==> config.mk <==
export PLATFORM = sky130hd
export DESIGN_NAME = spi_arbiter
export DESIGN_NICKNAME = d
export VERILOG_FILES = /design/src/rtl/spi_arbiter_pkg.sv /design/src/rtl/spi_arbiter_rr_arb3.sv /design/src/rtl/spi_arbiter.sv
export SDC_FILE = /design/constraint.sdc
export NUM_CORES = 1
export LEC_CHECK = 0
export BUFFER_PORTS_ARGS = -buffer_cell sky130_fd_sc_hd__buf_2
export CAP_MARGIN = 0
export CORE_ASPECT_RATIO = 0.7
export CORE_UTILIZATION = 40
export DETAILED_ROUTE_END_ITERATION = 10
export PLACE_DENSITY = 0.67
export SLEW_MARGIN = 20
export SYNTH_ARGS = -nofsm -noshare
export SYNTH_HDL_FRONTEND = slang
export SYNTH_SLANG_ARGS = --single-unit
==> constraint.sdc <==
create_clock -name clk -period 2.94 [get_ports clk]
set_clock_uncertainty 0.1 [all_clocks]
set_input_delay 0.441 -clock clk [delete_from_list [all_inputs] [get_ports clk]]
set_output_delay 0.441 -clock clk [all_outputs]
set_load 0.02 [all_outputs]
==> src/rtl/spi_arbiter_pkg.sv <==
// Shared types and constants for the three-requester SPI arbiter.
// Imported by the arbiter top and its round-robin selector.
package spi_arbiter_pkg;

  localparam int NUM_REQ                = 3;
  localparam int SS_W                   = 3;
  localparam int WORD_W                 = 16;
  localparam int RDATA_W                = 8;
  localparam int TIMEOUT_CYCLES_DEFAULT = 4096;

  localparam logic [RDATA_W-1:0] RESP_TIMEOUT = 8'hEE;
  // Starting "last winner" of 2 gives requester 0 first priority after reset
  localparam logic [1:0]         LAST_RESET   = 2'd2;

  typedef enum logic [1:0] {
    ST_IDLE,
    ST_LAUNCH,
    ST_BUSY,
    ST_DONE
  } arb_state_e;

  function automatic int cnt_width(input int cycles);
    int w;
    w = $clog2(cycles);
    return (w < 12) ? 12 : w;
  endfunction

endpackage

==> src/rtl/spi_arbiter_rr_arb3.sv <==
// Combinational round-robin selector for three requesters.
// Priority order after winner 'last' is last+1, last+2, last (mod 3).
module rr_arb3
  import spi_arbiter_pkg::*;
(
  input  logic [NUM_REQ-1:0] req,
  input  logic [1:0]         last,
  output logic [NUM_REQ-1:0] win,
  output logic [1:0]         win_idx
);

  logic [1:0] prio0, prio1, prio2;

  // An out-of-range 'last' falls back to the post-reset order 0, 1, 2
  always_comb begin
    case (last)
      2'd0: begin
        prio0 = 2'd1;
        prio1 = 2'd2;
        prio2 = 2'd0;
      end
      2'd1: begin
        prio0 = 2'd2;
        prio1 = 2'd0;
        prio2 = 2'd1;
      end
      default: begin
        prio0 = 2'd0;
        prio1 = 2'd1;
        prio2 = 2'd2;
      end
    endcase
  end

  always_comb begin
    win_idx = 2'd0;
    if (req[prio0]) begin
      win_idx = prio0;
    end else if (req[prio1]) begin
      win_idx = prio1;
    end else if (req[prio2]) begin
      win_idx = prio2;
    end
    win = (|req) ? (3'b001 << win_idx) : '0;
  end

endmodule

==> src/rtl/spi_arbiter.sv <==
// Shares one SPI master between three requesters with round-robin grant,
// a bounded BUSY wait and a one-cycle completion pulse to the owner.
module spi_arbiter
  import spi_arbiter_pkg::*;
#(
  parameter int TIMEOUT_CYCLES = TIMEOUT_CYCLES_DEFAULT
) (
  input  logic                        clk,
  input  logic                        rst,
  input  logic [NUM_REQ-1:0]          req,
  input  logic [SS_W*NUM_REQ-1:0]     req_ss,
  input  logic [WORD_W*NUM_REQ-1:0]   req_data,
  output logic [NUM_REQ-1:0]          gnt,
  output logic [NUM_REQ-1:0]          done,
  output logic [RDATA_W-1:0]          rsp_data,
  output logic                        timeout_err,
  output logic                        wrt_SPI,
  output logic [WORD_W-1:0]           SPI_data,
  output logic [SS_W-1:0]             ss,
  input  logic                        SPI_done,
  input  logic [RDATA_W-1:0]          SPI_rdata
);

  localparam int                CNT_W    = cnt_width(TIMEOUT_CYCLES);
  localparam logic [CNT_W-1:0]  CNT_LAST = CNT_W'(TIMEOUT_CYCLES - 1);

  arb_state_e           state_q;
  logic [NUM_REQ-1:0]   gnt_q;
  logic [NUM_REQ-1:0]   done_q;
  logic [RDATA_W-1:0]   rsp_q;
  logic                 terr_q;
  logic                 wrt_q;
  logic [WORD_W-1:0]    data_q;
  logic [SS_W-1:0]      ss_q;
  logic [CNT_W-1:0]     cnt_q;
  logic [CNT_W-1:0]     cnt_d;
  logic [1:0]           last_q;
  logic [1:0]           widx_q;

  logic [NUM_REQ-1:0]   win;
  logic [1:0]           win_idx;
  logic [WORD_W-1:0]    sel_data_d;
  logic [SS_W-1:0]      sel_ss_d;

  rr_arb3 u_rr_arb3 (
    .req     (req),
    .last    (last_q),
    .win     (win),
    .win_idx (win_idx)
  );

  always_comb begin
    sel_data_d = req_data[WORD_W-1:0];
    sel_ss_d   = req_ss[SS_W-1:0];
    case (win_idx)
      2'd1: begin
        sel_data_d = req_data[2*WORD_W-1:WORD_W];
        sel_ss_d   = req_ss[2*SS_W-1:SS_W];
      end
      2'd2: begin
        sel_data_d = req_data[3*WORD_W-1:2*WORD_W];
        sel_ss_d   = req_ss[3*SS_W-1:2*SS_W];
      end
      default: ;
    endcase
  end

  assign cnt_d = cnt_q + CNT_W'(1);

  // SPI_done is only looked at in BUSY and wins over a coinciding terminal count
  always_ff @(posedge clk or posedge rst) begin
    if (rst) begin
      state_q <= ST_IDLE;
      gnt_q   <= '0;
      done_q  <= '0;
      rsp_q   <= '0;
      terr_q  <= 1'b0;
      wrt_q   <= 1'b0;
      data_q  <= '0;
      ss_q    <= '0;
      cnt_q   <= '0;
      last_q  <= LAST_RESET;
      widx_q  <= 2'd0;
    end else begin
      case (state_q)
        ST_IDLE: begin
          done_q <= '0;
          terr_q <= 1'b0;
          if (|req) begin
            state_q <= ST_LAUNCH;
            gnt_q   <= win;
            widx_q  <= win_idx;
            data_q  <= sel_data_d;
            ss_q    <= sel_ss_d;
            wrt_q   <= 1'b1;
          end
        end
        ST_LAUNCH: begin
          wrt_q   <= 1'b0;
          cnt_q   <= '0;
          state_q <= ST_BUSY;
        end
        ST_BUSY: begin
          if (SPI_done) begin
            rsp_q   <= SPI_rdata;
            done_q  <= gnt_q;
            state_q <= ST_DONE;
          end else if (cnt_q == CNT_LAST) begin
            rsp_q   <= RESP_TIMEOUT;
            terr_q  <= 1'b1;
            done_q  <= gnt_q;
            state_q <= ST_DONE;
          end else begin
            cnt_q <= cnt_d;
          end
        end
        ST_DONE: begin
          done_q  <= '0;
          terr_q  <= 1'b0;
          gnt_q   <= '0;
          last_q  <= widx_q;
          state_q <= ST_IDLE;
        end
        default: begin
          state_q <= ST_IDLE;
        end
      endcase
    end
  end

  assign gnt         = gnt_q;
  assign done        = done_q;
  assign rsp_data    = rsp_q;
  assign timeout_err = terr_q;
  assign wrt_SPI     = wrt_q;
  assign SPI_data    = data_q;
  assign ss          = ss_q;

endmodule

==> results of run 1 <==
[critical path, stage by stage (launching register included)]
cell     delay (ns)
dfrtp_1        0.45
inv_1          0.14
ha_1           0.42
nor2b_4        0.28
o31ai_4        0.17
or4_1          0.53
a21oi_1        0.15
[routing by layer]
layer | GRT usage | part of all wire | up-vias
met3 | 0.03610 | 0.044 | 7
met1 | 0.2942 | 0.52 | 1184
li1 | - | - | 1260
met2 | 0.2887 | 0.43 | 70
met4 | 0.04026 | 0.0079 | 0
met5 | 0 | 0 | -
[power by group]
| group | total [W] | internal [W] | switching (W) |
|---|---|---|---|
| sequential | 0.00116 | 0.00100 | 0.000160 |
| combinational | 0.00157 | 0.000562 | 0.00101 |
| clock | 0.000578 | 0.000338 | 0.000239 |
[per-stage QoR]
step	instances	area, um2
2_1_floorplan	292	2758
3_3_place_gp	474	3344
3_5_place_dp	474	3344
4_1_cts	482	3478
5_1_grt	482	3478
6_report	482	3478
[cell usage in the layout (no fill, tap or decap), types with 3 or more instances in the layout]
| master | count |
|---|---|
| buf_2 | 105 |
| nand2_1 | 54 |
| dfrtp_1 | 52 |
| o21ai_0 | 36 |
| a22oi_1 | 20 |
| o21ai_1 | 18 |
| inv_1 | 11 |
| ha_1 | 10 |
| nand3_1 | 7 |
| o22a_1 | 6 |
| a21oi_1 | 5 |
| o41ai_1 | 5 |
| clkbuf_8 | 5 |
| nor2_1 | 4 |
| nor2b_1 | 4 |
| o31ai_1 | 4 |
| nand2b_1 | 3 |
| buf_4 | 3 |
[worst max-delay path by stage]
stage                              end  depth (start not counted)
after floorplan            SPI_data[5]                          9
after detailed placement  SPI_data[11]                         10
after global placement          gnt[2]                          8
after global routing            gnt[1]                          7
after CTS                     cnt_q[9]                          6
final                         cnt_q[9]                          6
[logic make-up (layout without fill, tap and decap cells)]
kind of cell | count (synthesis) | in the layout | synth area share
adder cells (fa/ha/maj) | 10 | 10 | 0.04537
flip-flops | 53 | 53 | 0.4814
multiplexers | 3 | 3 | 0.01180
AND/OR/NAND/NOR | 86 | 86 | 0.1524
buffers and inverters | 29 | 128 | 0.04355
XOR/XNOR | 1 | 1 | 0.003177
AO/OA/AOI/OAI | 110 | 110 | 0.2623
[synthesized netlist by cell type (2+ instances only)]
master,n,area share
a32o_1,2,0.0073
or4_1,2,0.0054
nor2b_1,4,0.0091
clkbuf_1,12,0.016
a21oi_1,5,0.0091
nor2_1,4,0.0054
o311ai_0,2,0.0064
nand2_1,54,0.074
buf_2,3,0.0054
ha_1,10,0.045
o21ai_1,18,0.033
nand2b_1,3,0.0068
a22oi_1,20,0.054
o22a_1,6,0.019
mux2_2,2,0.0082
o22ai_1,2,0.0045
inv_1,12,0.016
o21ai_0,36,0.065
o31ai_1,4,0.011
nand4_1,2,0.0045
dfrtp_1,52,0.47
or3_1,2,0.0045
nand3_1,7,0.013
o41ai_1,5,0.016
[area by class of cell]
cell class                      count  area [um2]
Fill cell                         633        2948
Sequential cell                    53        1328
Multi-Input combinational cell    210        1310
Timing Repair Buffer              108       548.0
Tap cell                           91       113.9
Clock buffer                        5       68.82
Clock inverter                      3       65.06
Inverter                           12       45.04
[state kept, by name, summed over array words and instances, names as in the netlist]
signal	count
SPI_data	16
wrt_SPI	1
state_q	2
widx_q	2
ss	3
timeout_err	1
gnt	3
rsp_data	8
done	3
cnt_q	12
last_q	2
==> impl_metrics.yaml, run 1 <==
run_status:
  status: "finished, final reports clean"
clocking:
  root_buffer: "clkbuf_8"
  cts_tree: "built"
  holdBufCountCts: 0
  clockBufferDepth: 2
  cts.sinks: 53
  clock_latency_ns: 0.30
  cts_setup_buffers: 0
  numCtsBuffers: 5
  h-tree-depth: 2
  clkTransAtPathRegs_ns: 0.09
  cts_resized: 0
critical_path:
  reg2reg_to: "cnt_q[9]"
  startpoint_type: "register"
  rr_worst_depth: 6
  required_ns: 3.07
  criticalPathCategory: "reg2reg"
  r2r_slack_ns: 0.63
  worstSetupEndpointType: "register"
  crit_fanout: 16
  cp-startpoint: "state_q[0]"
  r2r-start: "state_q[0]"
  worstPathArrival_ns: 2.44
timing:
  fmax_mhz: 433.3
  period_share: 0.7850
  setup_ws_ns: 0.6321
  setup_tns_ns: 0
  hold_violations: 0
  setup-violations-final: 0
  slew-limit-headroom: 0.4926
  fin_hold_ws_ns: 0.2010
  rsz0062_at_grt: "no"
  layout_min_cycle_time_ns: 2.308
  slew_violations: 0
  tightestPinTransition_ns: 0.7611
cells_and_area:
  nets: 471
  fin_util: 0.5413
  drive_gt1_frac: 0.3197
  area_growth_pct: 26.13
  n_antenna_cell: 0
power_and_ir_drop:
  ir_drop_uv: 432.2
  total_power_w: 0.003308
  p_leak_nw: 1.674
  powerDensity_mw_per_mm2: 951.1
grt:
  grt_pass1_vias: 2323
  antenna_found_initial: 0
  grt_overflow: 0
  grt_pass1_wl_um: 11170
  grt_max_degree: 54
  track_usage: 0.1939
floorplan:
  io_pins: 106
  die_area_mm2: 0.007236
  die_w_um: 101.2
  core_area_mm2: 0.006426
  row_count: 24
  die_h_um: 71.47
  start_util: 0.4291
place:
  detailed_place_hpwl_um: 4961
  place_congestion: 0.7730
  io_buffers: 105
  place_ws_ns: 0.5500
logic_synthesis:
  postSynthCellCount: 292
  synth_edf_count: 0
  synthFlopType: "dfrtp_1"
  synth-seq-cells: 53
  synth_area_mm2: 0.002758
  yosysWarnings: 0
  syn-num-nets: 373
  synth_cell_types: 47
  yosysSeqAreaShare: 0.4814
  async_flop_share: 1.000
  synth_area_per_cell_um2: 9.444
routing:
  vias: 2521
  ant_nets: 0
  routed_wl_um: 6682
  routedWlPerCell_um: 13.86
  drtIter0Drc: 154
  viasPerCell: 5.230
  drcViolationCount: 0
  firstDrtPassIters: 4
flow_run:
  cap_violations: 0
hold_path:
  min_path_type: "in2async"
Note: power is estimated with default switching activity, not from simulation.
==> run 2: changes to the inputs <==
Settings changed: PLACE_DENSITY 0.67 to 0.7.
Clock period 2.94 ns to 2 ns, I/O delays scaled along.
==> run 2 against run 1 <==
  * Combinational power grew 61%
  * Via count is 2.5% higher
  * Flip-flop and latch count did not move
  * Critical path type unchanged
  * Largest power group unchanged
  * Worst hold slack got worse by 0.086 ns
  * First-iteration DRC count down 21%
  * Maximum frequency up 20%
  * Cell area rose by 6.3%
  * Routed wire length grew 2.3%
==> impl_metrics.yaml, run 2 (synthesized netlist as in run 1, its figures left out) <==
clocking:
  clkTransAtPathRegs_ns: 0.10
  cts.sinks: 53
  root_buffer: "clkbuf_8"
  clockBufferDepth: 2
  h-tree-depth: 2
  numCtsBuffers: 5
  clock_latency_ns: 0.31
  cts_tree: "built"
power_and_ir_drop:
  ir_drop_uv: 711.8
  p_sw_frac: 0.4158
  p_leak_nw: 1.782
  p_seq_frac: 0.334
  p_switching_w: 0.002120
  powerDensity_mw_per_mm2: 1379
  intPower_w: 0.002978
  p_comb_frac: 0.496
  p_clk_frac: 0.170
routing:
  ant_nets: 0
  drcViolationCount: 0
  viasPerCell: 5.191
  routedWlPerCell_um: 13.73
  routed_wl_um: 6839
  firstDrtPassIters: 4
  vias: 2585
  drtIter0Drc: 122
grt:
  track_usage: 0.1970
  grt_pass1_vias: 2293
  grt_pass1_wl_um: 11140
  grt_max_degree: 43
  grt_overflow: 0
  antenna_found_initial: 0
place:
  place_ws_ns: 0.04446
  place_area_mm2: 0.003462
  io_buffers: 105
  place_congestion: 0.8210
  placedCellCount: 483
  detailed_place_hpwl_um: 5187
timing:
  fmax_mhz: 520.1
  layout_min_cycle_time_ns: 1.923
  period_share: 0.9613
  slew_violations: 0
  setup-violations-final: 0
  rsz0062_at_grt: "no"
  hold_violations: 0
  tightestPinTransition_ns: 0.4060
  setup_tns_ns: 0
  setup_ws_ns: 0.07735
  slew-limit-headroom: 0.7288
cells_and_area:
  stdcell_area_mm2: 0.003697
  largest_reg_flops: 16
  layout.area.seq_mm2: 0.001331
  fillCellCount: 598
  final_common_cell: "buf_2"
  multi_input_area_mm2: 0.001341
  area_growth_pct: 34.07
  n_antenna_cell: 0
  nets: 487
  instances_no_fill: 498
  fin_util: 0.5754
  final_cell_mix: "buf_2 (105), nand2_1 (53), dfrtp_1 (49), o21ai_0 (32), o21ai_1 (22)"
  drive_gt1_frac: 0.3636
critical_path:
  crit_fanout: 7
  worstPathArrival_ns: 2.03
  crit_family: "compound AO/OA/AOI/OAI gates"
  criticalPathCategory: "reg2reg"
  critPathBufInv: 1
  startpoint_type: "register"
  worstSetupEndpointType: "register"
  slowest_stage: "o31ai_4"
  required_ns: 2.11
  path_cells: "ha_4 > nand4_1 > o31ai_4 > buf_6 > a21oi_1 > a31o_1"
  max_stage_delay_ns: 0.47
floorplan:
  io_pins: 106
  die_area_mm2: 0.007236
  start_util: 0.4291
  row_count: 24
  die_w_um: 101.2
  die_h_um: 71.47
  core_area_mm2: 0.006426
run_status:
  status: "finished, final reports clean"
flow_run:
  cap_violations: 0
hold_path:
  min_path_type: "in2reg"
## run 2: routing by layer
metal / share of wire / global-route usage / vias up
li1: - / - / 1299
met1: 0.50 / 0.3048 / 1208
met2: 0.45 / 0.2789 / 74
met3: 0.044 / 0.03317 / 4
met4: 0.0086 / 0.06280 / 0
met5: 0 / 0 / -
## run 2: cell type report
cell class | instances | area share
clock buffers | 5 | 0.01861
clock inverters | 3 | 0.01861
inverters | 12 | 0.01218
multi-input cells | 210 | 0.3628
flip-flops and latches | 53 | 0.3601
well taps | 91 | 0.03080
repair buffers | 124 | 0.1970
## run 2: path summary, 6_finish.rpt
| kind | startpoint | to | slack (ns) | depth (start not counted) |
|---|---|---|---|---|
| min in group asynchronous | rst | gnt[1] | 0.39 | 3 |
| worst min register to register | SPI_data[8] | SPI_data[8] | 0.38 | 2 |
| max in group asynchronous | rst | last_q[1] | 0.79 | 4 |
| worst max-delay path | cnt_q[1] | cnt_q[5] | 0.08 | 6 |
| worst max register to register | cnt_q[1] | cnt_q[5] | 0.08 | 6 |
| worst min-delay path | SPI_rdata[5] | rsp_data[5] | 0.11 | 2 |
## run 2: timing repair
| action | CTS | global route |
|---|---|---|
| endpoints found under the hold margin | 14 | 0 |
| gates resized for setup | 0 | 20 |
| setup buffers | 0 | 5 |
| hold buffers | 1 | 0 |
| setup endpoints to repair | 0 | 37 |
## run 2: metrics by stage
step	power [W]	hold slack, ns
floorplan	0.003340	0.3444
global placement	0.004088	0.1902
detailed placement	0.004162	0.1922
CTS	0.005041	0.1066
global route	0.005508	0.1061
finish	0.005097	0.1149
## run 2: worst register-to-register path: stages, from the launching register on
cell	delay, ns
dfrtp_2	0.42
ha_4	0.16
nand4_1	0.28
o31ai_4	0.47
buf_6	0.18
a21oi_1	0.04
a31o_1	0.18
## run 2: power by group through the flow
stage | Sequential, W | Combinational [W] | Clock, W
2_1_floorplan | 0.00209 | 0.00125 | 0
3_3_place_gp | 0.00171 | 0.00238 | 0
3_5_place_dp | 0.00172 | 0.00244 | 0
4_1_cts | 0.00170 | 0.00244 | 0.000895
5_1_grt | 0.00175 | 0.00281 | 0.000939
6_report | 0.00170 | 0.00253 | 0.000869
